### config.mk
export PLATFORM = sky130hd
export DESIGN_NAME = program_counter_flat
export DESIGN_NICKNAME = d
export VERILOG_FILES = /design/src/rtl/program_counter_pkg.sv /design/src/rtl/program_counter_if.sv /design/src/rtl/program_counter_next_sel.sv /design/src/rtl/program_counter.sv /design/src/flat_wrapper.sv
export SDC_FILE = /design/constraint.sdc
export NUM_CORES = 1
export LEC_CHECK = 0
export BUFFER_PORTS_ARGS = -buffer_cell sky130_fd_sc_hd__buf_2
export CORE_MARGIN = 2
export CORE_UTILIZATION = 40
export CTS_BUF_LIST = sky130_fd_sc_hd__clkbuf_16
export DETAILED_ROUTE_END_ITERATION = 10
export GPL_TIMING_DRIVEN = 0
export HOLD_SLACK_MARGIN = 0.15
export MAX_ROUTING_LAYER = met4
export SLEW_MARGIN = 40
export SYNTH_ARGS = -nofsm -noshare
export SYNTH_HDL_FRONTEND = slang
export SYNTH_HIERARCHICAL = 1
export SYNTH_SLANG_ARGS = --single-unit
### constraint.sdc
create_clock -name clk -period 5.74 [get_ports clk]
set_input_delay 0 -clock clk [delete_from_list [all_inputs] [get_ports clk]]
set_output_delay 0 -clock clk [all_outputs]
set_load 0.01 [all_outputs]
### src/rtl/program_counter_pkg.sv
// Shared constants and types for the program counter and its next-value selector.
package program_counter_pkg;

  localparam int unsigned PC_WIDTH     = 32;
  localparam logic [31:0] PC_RESET     = 32'h0;
  localparam int unsigned PC_STEP      = 4;
  localparam int unsigned BRANCH_SHIFT = 2;

  typedef logic [PC_WIDTH-1:0] pc_t;

  // Source of the next PC value, in descending priority below reset.
  typedef enum logic [2:0] {
    SEL_FREEZE,
    SEL_LOAD,
    SEL_BRANCH,
    SEL_INC,
    SEL_HOLD
  } pc_sel_e;

endpackage

### src/rtl/program_counter_if.sv
// Control, operand and PC-value bundle between the fetch controller and the program counter.
interface program_counter_if;
  import program_counter_pkg::*;

  logic load;
  logic inc;
  logic ALU_out;
  logic Disable;
  pc_t  data;
  pc_t  imm_val;
  pc_t  pc_val;

  modport master (
    output load, inc, ALU_out, Disable, data, imm_val,
    input  pc_val
  );

  modport slave (
    input  load, inc, ALU_out, Disable, data, imm_val,
    output pc_val
  );

endinterface

### src/rtl/program_counter_next_sel.sv
// Purely combinational next-PC selector: freeze, absolute jump, relative branch, step or hold.
module pc_next_sel
  import program_counter_pkg::*;
(
  input  pc_t  pc_i,
  input  logic disable_i,
  input  logic load_i,
  input  logic alu_out_i,
  input  logic inc_i,
  input  pc_t  data_i,
  input  pc_t  imm_val_i,
  output pc_t  pc_next_o
);

  pc_sel_e sel;
  pc_t     branch_off;

  // Word offset to byte offset; the top BRANCH_SHIFT bits of imm_val fall off.
  assign branch_off = PC_WIDTH'(imm_val_i << BRANCH_SHIFT);

  always_comb begin
    sel = SEL_HOLD;
    if (disable_i)      sel = SEL_FREEZE;
    else if (load_i)    sel = SEL_LOAD;
    else if (alu_out_i) sel = SEL_BRANCH;
    else if (inc_i)     sel = SEL_INC;
  end

  // All sums wrap modulo 2^PC_WIDTH.
  always_comb begin
    pc_next_o = pc_i;
    case (sel)
      SEL_LOAD:   pc_next_o = data_i + PC_WIDTH'(PC_STEP);
      SEL_BRANCH: pc_next_o = pc_i + branch_off;
      SEL_INC:    pc_next_o = pc_i + PC_WIDTH'(PC_STEP);
      default:    pc_next_o = pc_i;
    endcase
  end

endmodule

### src/rtl/program_counter.sv
// Program counter register; clr clears it synchronously, otherwise it takes the selected next value.
module program_counter
  import program_counter_pkg::*;
(
  input  logic              clk,
  input  logic              clr,
  program_counter_if.slave  bus
);

  pc_t pc_q;
  pc_t pc_d;

  pc_next_sel u_next_sel (
    .pc_i      (pc_q),
    .disable_i (bus.Disable),
    .load_i    (bus.load),
    .alu_out_i (bus.ALU_out),
    .inc_i     (bus.inc),
    .data_i    (bus.data),
    .imm_val_i (bus.imm_val),
    .pc_next_o (pc_d)
  );

  always_ff @(posedge clk) begin
    if (clr) pc_q <= PC_RESET;
    else     pc_q <= pc_d;
  end

  assign bus.pc_val = pc_q;

endmodule

### src/flat_wrapper.sv
// flat-port wrapper written by rule: the top's interface ports become plain ports
module program_counter_flat import program_counter_pkg::*;
  (clk, clr, bus_load, bus_inc, bus_ALU_out, bus_Disable, bus_data, bus_imm_val, bus_pc_val);
  program_counter_if bus_i ();
  input  logic clk;
  input  logic clr;
  input wire logic [$bits(bus_i.load)-1:0] bus_load;
  input wire logic [$bits(bus_i.inc)-1:0] bus_inc;
  input wire logic [$bits(bus_i.ALU_out)-1:0] bus_ALU_out;
  input wire logic [$bits(bus_i.Disable)-1:0] bus_Disable;
  input wire logic [$bits(bus_i.data)-1:0] bus_data;
  input wire logic [$bits(bus_i.imm_val)-1:0] bus_imm_val;
  output wire logic [$bits(bus_i.pc_val)-1:0] bus_pc_val;
  assign bus_i.load = bus_load;
  assign bus_i.inc = bus_inc;
  assign bus_i.ALU_out = bus_ALU_out;
  assign bus_i.Disable = bus_Disable;
  assign bus_i.data = bus_data;
  assign bus_i.imm_val = bus_imm_val;
  assign bus_pc_val = bus_i.pc_val;
  program_counter u_core (.clk(clk), .clr(clr), .bus(bus_i));
endmodule
==> results of run 1 <==
==> stage by stage <==
step                 util  hold slack (ps)  setup slack, ps  instance area, um2
floorplan               -             71.6             2350                4370
global placement    0.469              265             1150                5040
detailed placement  0.471              269             1110                5060
CTS                 0.486              199             1420                5230
global route        0.487              247              961                5240
finish              0.487              204             1260                5240
==> final cells by class <==
type,count,area [um2],area share
Multi-Input combinational cell,539,3570,0.682
Sequential cell,32,641,0.122
Timing Repair Buffer,103,531,0.101
Tap cell,140,175,0.0335
Buffer,30,138,0.0263
Clock buffer,5,125,0.0239
Inverter,12,45.0,0.00860
Clock inverter,3,11.3,0.00215
==> power by group through the flow <==
stage	combinational [mW]	clock, mW	sequential, mW
global route	0.429	0.275	0.280
global placement	0.374	0	0.279
detailed placement	0.378	0	0.280
floorplan	0.251	0	0.278
CTS	0.382	0.265	0.275
finish	0.389	0.261	0.276
==> timing repair <==
| action | 4_1_cts | 5_1_grt |
|---|---|---|
| hold buffers | 3 | 0 |
| endpoints found under the setup margin | 0 | 0 |
| endpoints found under the hold margin | 4 | 0 |
| gates resized for setup | 0 | 0 |
==> path summary, 6_finish.rpt <==
path / startpoint / cells after the start / end
setup / recovery: bus_Disable / 16 / u_core/bus.pc_val[28]
hold / removal: bus_data[2] / 5 / u_core/bus.pc_val[2]
setup reg to reg: u_core/bus.pc_val[2] / 12 / u_core/bus.pc_val[30]
hold reg to reg: u_core/bus.pc_val[0] / 2 / u_core/bus.pc_val[0]
==> worst max-delay path, cell delays in order <==
cell	delay, ps
buf_2	160
or4b_1	160
buf_6	160
clkbuf_1	410
clkbuf_1	540
buf_2	370
clkbuf_1	490
nand2_1	100
o21ai_0	100
ha_1	300
o2111ai_1	440
nor4_1	690
o211ai_1	140
a221oi_1	350
a21oi_1	80
nor2b_1	170
==> placed cells by master, fill, tap and decap left out, types with 10 or more instances in the layout <==
master    instances
xor2_1           19
nand4_1          11
a21o_1           12
mux2i_1          14
buf_2           101
nand3_1          37
nand2b_1         10
inv_1            14
nor3_1           13
o21ai_0          42
nand2_1          60
a21oi_1          44
xnor2_1          28
dfxtp_1          32
clkbuf_1         22
o211ai_1         13
ha_1             30
nor2_1           47
nor2b_1          35
==> cells by family after synthesis <==
family | count (synthesis) | share of synthesized area
AND/OR/NAND/NOR | 253 | 0.297
AO/OA/AOI/OAI | 191 | 0.290
XOR/XNOR | 47 | 0.0941
buffers and inverters | 42 | 0.0418
flip-flops | 32 | 0.146
adder cells (fa/ha/maj) | 31 | 0.0904
multiplexers | 17 | 0.0398
==> per-layer routing <==
layer | track usage | wire length (um)
met5 | - | 0
met2 | 0.428 | 7130
met4 | 0.0797 | 327
met3 | 0.0585 | 1380
met1 | 0.345 | 6800
==> flow_summary.json, run 1 <==
{
  "drt-total-wl_mm": 15.6,
  "ir_drop_mv": 0.110,
  "rsz0062_at_grt": "false",
  "grt_pass1_wl_mm": 24.0,
  "p_sw_mw": 0.360,
  "ys_warn_count": 6,
  "root_buffer": "clkbuf_16",
  "insertion_delay_ps": 280,
  "comb_power_share": 0.420,
  "relSlewSlack": 0.457,
  "grt_pass1_vias": 4616,
  "synth_top_area_share": 0.146,
  "wl_per_cell_um": 18.1,
  "async_flop_share": 0,
  "tns_ps": 0,
  "die_y_um": 109,
  "power.total_mw": 0.925,
  "post-dp-hpwl_mm": 11.8,
  "synth-edff-count": 0,
  "final_max_slew_viol_count": 0,
  "yosysMostFrequentCell": "nand2_1",
  "cts_sinks": 32,
  "switching_share": 0.389,
  "start_kind": "input port",
  "port_buffers": 99,
  "grt_overflow": 0,
  "cts_htree_levels": 2,
  "core_area_mm2": 0.0107,
  "dieWidth_um": 109,
  "io_pins": 102,
  "synth_area_leaders": "dfxtp_1 (15%), ha_1 (8.6%), xnor2_1 (5.6%), nand2_1 (5.2%), a21oi_1 (5.0%)",
  "clockBufferDepth": 2,
  "viasPerCell": 5.97,
  "hold_viol_final": 0,
  "avgSynthCellArea_um2": 7.13,
  "clock_skew_ps": 3.66,
  "pwr-share-clk": 0.282,
  "cts_tree": "yes",
  "synth_fp_nets": 714,
  "ff2ff_setup_slack_ps": 2070,
  "num_rows": 38,
  "drc_errors": 0,
  "final.fill_count": 1138,
  "setup-violations-final": 0,
  "ant_nets": 0,
  "power.density_mw_per_mm2": 177,
  "grt_max_degree": 11,
  "grt_usage": 0.270,
  "n_antenna_cell": 0,
  "p_int_mw": 0.566,
  "drtIter0Drc": 536,
  "synth_area_mm2": 0.00437,
  "largest_register_ffs": 32,
  "yosysTopAreaCell": "dfxtp_1",
  "first_pass_iters": 5,
  "power_frac_seq": 0.298,
  "synth_common_cells": "nand2_1 (60), nor2_1 (47), a21oi_1 (44)",
  "fin_crit_ps": 4480,
  "status": "finished, final reports clean",
  "cp.arrival_ps": 4660,
  "fin_crit_sh": 0.780,
  "postSynth.topFlopCell": "dfxtp_1",
  "p_leak_nw": 2.24,
  "start_util": 0.407,
  "antenna_found_initial": 0,
  "numCtsBuffers": 5,
  "die_area_mm2": 0.0118,
  "dpl.cell_count": 852,
  "synth_seq_cells": 32,
  "crit_type": "input port to flip-flop",
  "synthCells": 613,
  "nets": 824,
  "yosysSeqAreaShare": 0.146,
  "ys_types": 62,
  "cts.clk_slew.worst_paths_ps": 60,
  "endpoint_kind": "flip-flop",
  "min_path_type": "input port to flip-flop",
  "drive_above_1_share": 0.174,
  "critPathMaxFanout": 10,
  "dr_total_vias": 5155,
  "syn2layout_area_growth_pct": 19.7,
  "postCtsSetupBuffers": 0,
  "gp_congestion": 0.930,
  "fmax_mhz": 223,
  "final_cells": 864,
  "cp.required_ps": 5920,
  "cap_violations": 0,
  "worstMarginPinSlew_ps": 813
}
(Power assumes the default switching activity.)
==> run 2: changes to the inputs <==
Clock period 5.74 ns to 4.64 ns, I/O delays scaled along.
==> run 2 against run 1 <==
Net effect:
- non-clock buffer count stayed put
- global-route usage stayed put
- sequential cell count is the same
- power rose by 24%
- combinational power increased by 24%
- critical path depth grew 1
- clock-buffer cell count unchanged
==> flow_summary.json, run 2 (synthesis gave the netlist of run 1 again) <==
{
  "drc_errors": 0,
  "clockBufferDepth": 2,
  "crit_type": "input port to flip-flop",
  "power.density_mw_per_mm2": 218,
  "insertion_delay_ps": 290,
  "crit_family": "buffers and inverters",
  "cp.required_ps": 4820,
  "fmax_mhz": 230,
  "power.total_mw": 1.15,
  "viasPerCell": 5.92,
  "antenna_found_initial": 0,
  "io_pins": 102,
  "cp_slowest_cell": "clkbuf_1",
  "p_leak_nw": 2.24,
  "grt_max_degree": 11,
  "hold_path_depth": 5,
  "worstMarginPinSlew_ps": 826,
  "post-dp-hpwl_mm": 11.8,
  "worst-path-buf-inv": 6,
  "endpoint_kind": "flip-flop",
  "status": "finished, final reports clean",
  "core_area_mm2": 0.0107,
  "start_util": 0.407,
  "first_pass_iters": 7,
  "setup-violations-final": 0,
  "final_cell_mix": "buf_2 (101), nand2_1 (60), nor2_1 (47), a21oi_1 (44), o21ai_0 (42)",
  "cts_sinks": 32,
  "worstPathCellList": "buf_2 > or4b_1 > buf_6 > clkbuf_1 > clkbuf_1 > buf_2 > clkbuf_1 > nand2_1 > o21ai_0 > ha_1 > o2111ai_1 > a21oi_1 > nand3_1 > xnor2_1 > a221oi_1 > nand2_1 > nor2b_1",
  "root_buffer": "clkbuf_16",
  "cap_violations": 0,
  "fin_crit_ps": 4350,
  "min_from": "bus_data[2]",
  "ant_nets": 0,
  "ir_drop_mv": 0.135,
  "dieWidth_um": 109,
  "gp_congestion": 0.930,
  "reg2reg_to": "u_core/bus.pc_val[30]",
  "start_kind": "input port",
  "die_area_mm2": 0.0118,
  "preCtsSetupSlack_ps": 13.2,
  "nets": 824,
  "numCtsBuffers": 5,
  "critPathMaxFanout": 10,
  "drtIter0Drc": 505,
  "fin_util": 0.488,
  "drive_above_1_share": 0.175,
  "grt_pass1_wl_mm": 24.0,
  "final_cells": 864,
  "dr_total_vias": 5115,
  "grt_overflow": 0,
  "holdWs_ps": 207,
  "worst_slack_ps": 293,
  "cp.arrival_ps": 4520,
  "die_y_um": 109,
  "postCtsSetupBuffers": 0,
  "relSlewSlack": 0.449,
  "ff2ff_setup_slack_ps": 970,
  "hold_viol_final": 0,
  "grt_usage": 0.270,
  "port_buffers": 99,
  "layout.cells.most_common": "buf_2",
  "fin_crit_sh": 0.937,
  "worstReg2RegStart": "u_core/bus.pc_val[2]",
  "num_rows": 38,
  "min_path_type": "input port to flip-flop",
  "grt_pass1_vias": 4616,
  "cts_tree": "yes",
  "wl_per_cell_um": 18.1,
  "min_to": "u_core/bus.pc_val[2]",
  "syn2layout_area_growth_pct": 19.9,
  "final_max_slew_viol_count": 0,
  "n_antenna_cell": 0,
  "crit_top_cell": "clkbuf_1",
  "reg2regPathDepth": 12,
  "largest_register_ffs": 32,
  "clock_skew_ps": 5.28,
  "drt-total-wl_mm": 15.6,
  "cts.clk_slew.worst_paths_ps": 60,
  "cpPeakStageDelay_ps": 520,
  "cts_htree_levels": 2,
  "dpl.cell_count": 852
}
run 2: cell counts in the layout (fill, tap and decap cells not counted):
Identical to the previous run, type by type.
run 2: report_power, final:
| part | switching [mW] | internal (mW) |
|---|---|---|
| logic | 0.273 | 0.208 |
| clock network | 0.130 | 0.193 |
| registers | 0.0428 | 0.298 |
| total | 0.445 | 0.700 |
run 2: repair_timing:
item,4_1_cts,5_1_grt
gates resized for setup,0,1
hold endpoints to repair,4,0
endpoints found under the setup margin,0,1
hold buffers,3,0
run 2: layout make-up:
class	count	area [um2]
plain buffers	30	138
clock buffers	5	125
clock inverters	3	11.3
fillers	1138	5500
inverters	12	45.0
multi-input cells	539	3580
flip-flops and latches	32	641
well taps	140	175
repair buffers	103	531
run 2: how the worst max path moves through the flow:
stage	start	end	depth (start not counted)
finish	bus_Disable	u_core/bus.pc_val[22]	17
global route	bus_Disable	u_core/bus.pc_val[28]	16
CTS	bus_Disable	u_core/bus.pc_val[28]	16
detailed placement	bus_Disable	u_core/bus.pc_val[28]	16
global placement	bus_inc	u_core/bus.pc_val[28]	16
floorplan	bus_ALU_out	u_core/bus.pc_val[28]	14
run 2: stage by stage:
step / TNS [ps] / instance area (um2)
6_report: 0 / 5240
5_1_grt: -21.1 / 5240
4_1_cts: 0 / 5230
3_5_place_dp: 0 / 5060
3_3_place_gp: 0 / 5040
2_1_floorplan: 0 / 4370
run 2: per-layer routing:
layer / routed length [um] / track usage
met1: 6920 / 0.345
met2: 7040 / 0.428
met3: 1260 / 0.0585
met4: 386 / 0.0797
met5: 0 / -
run 2: worst min-delay path, cell delays in order:
cell	delay [ps]
buf_2	110
nor2_1	50
a21oi_1	100
o21ai_0	70
nor2b_1	120
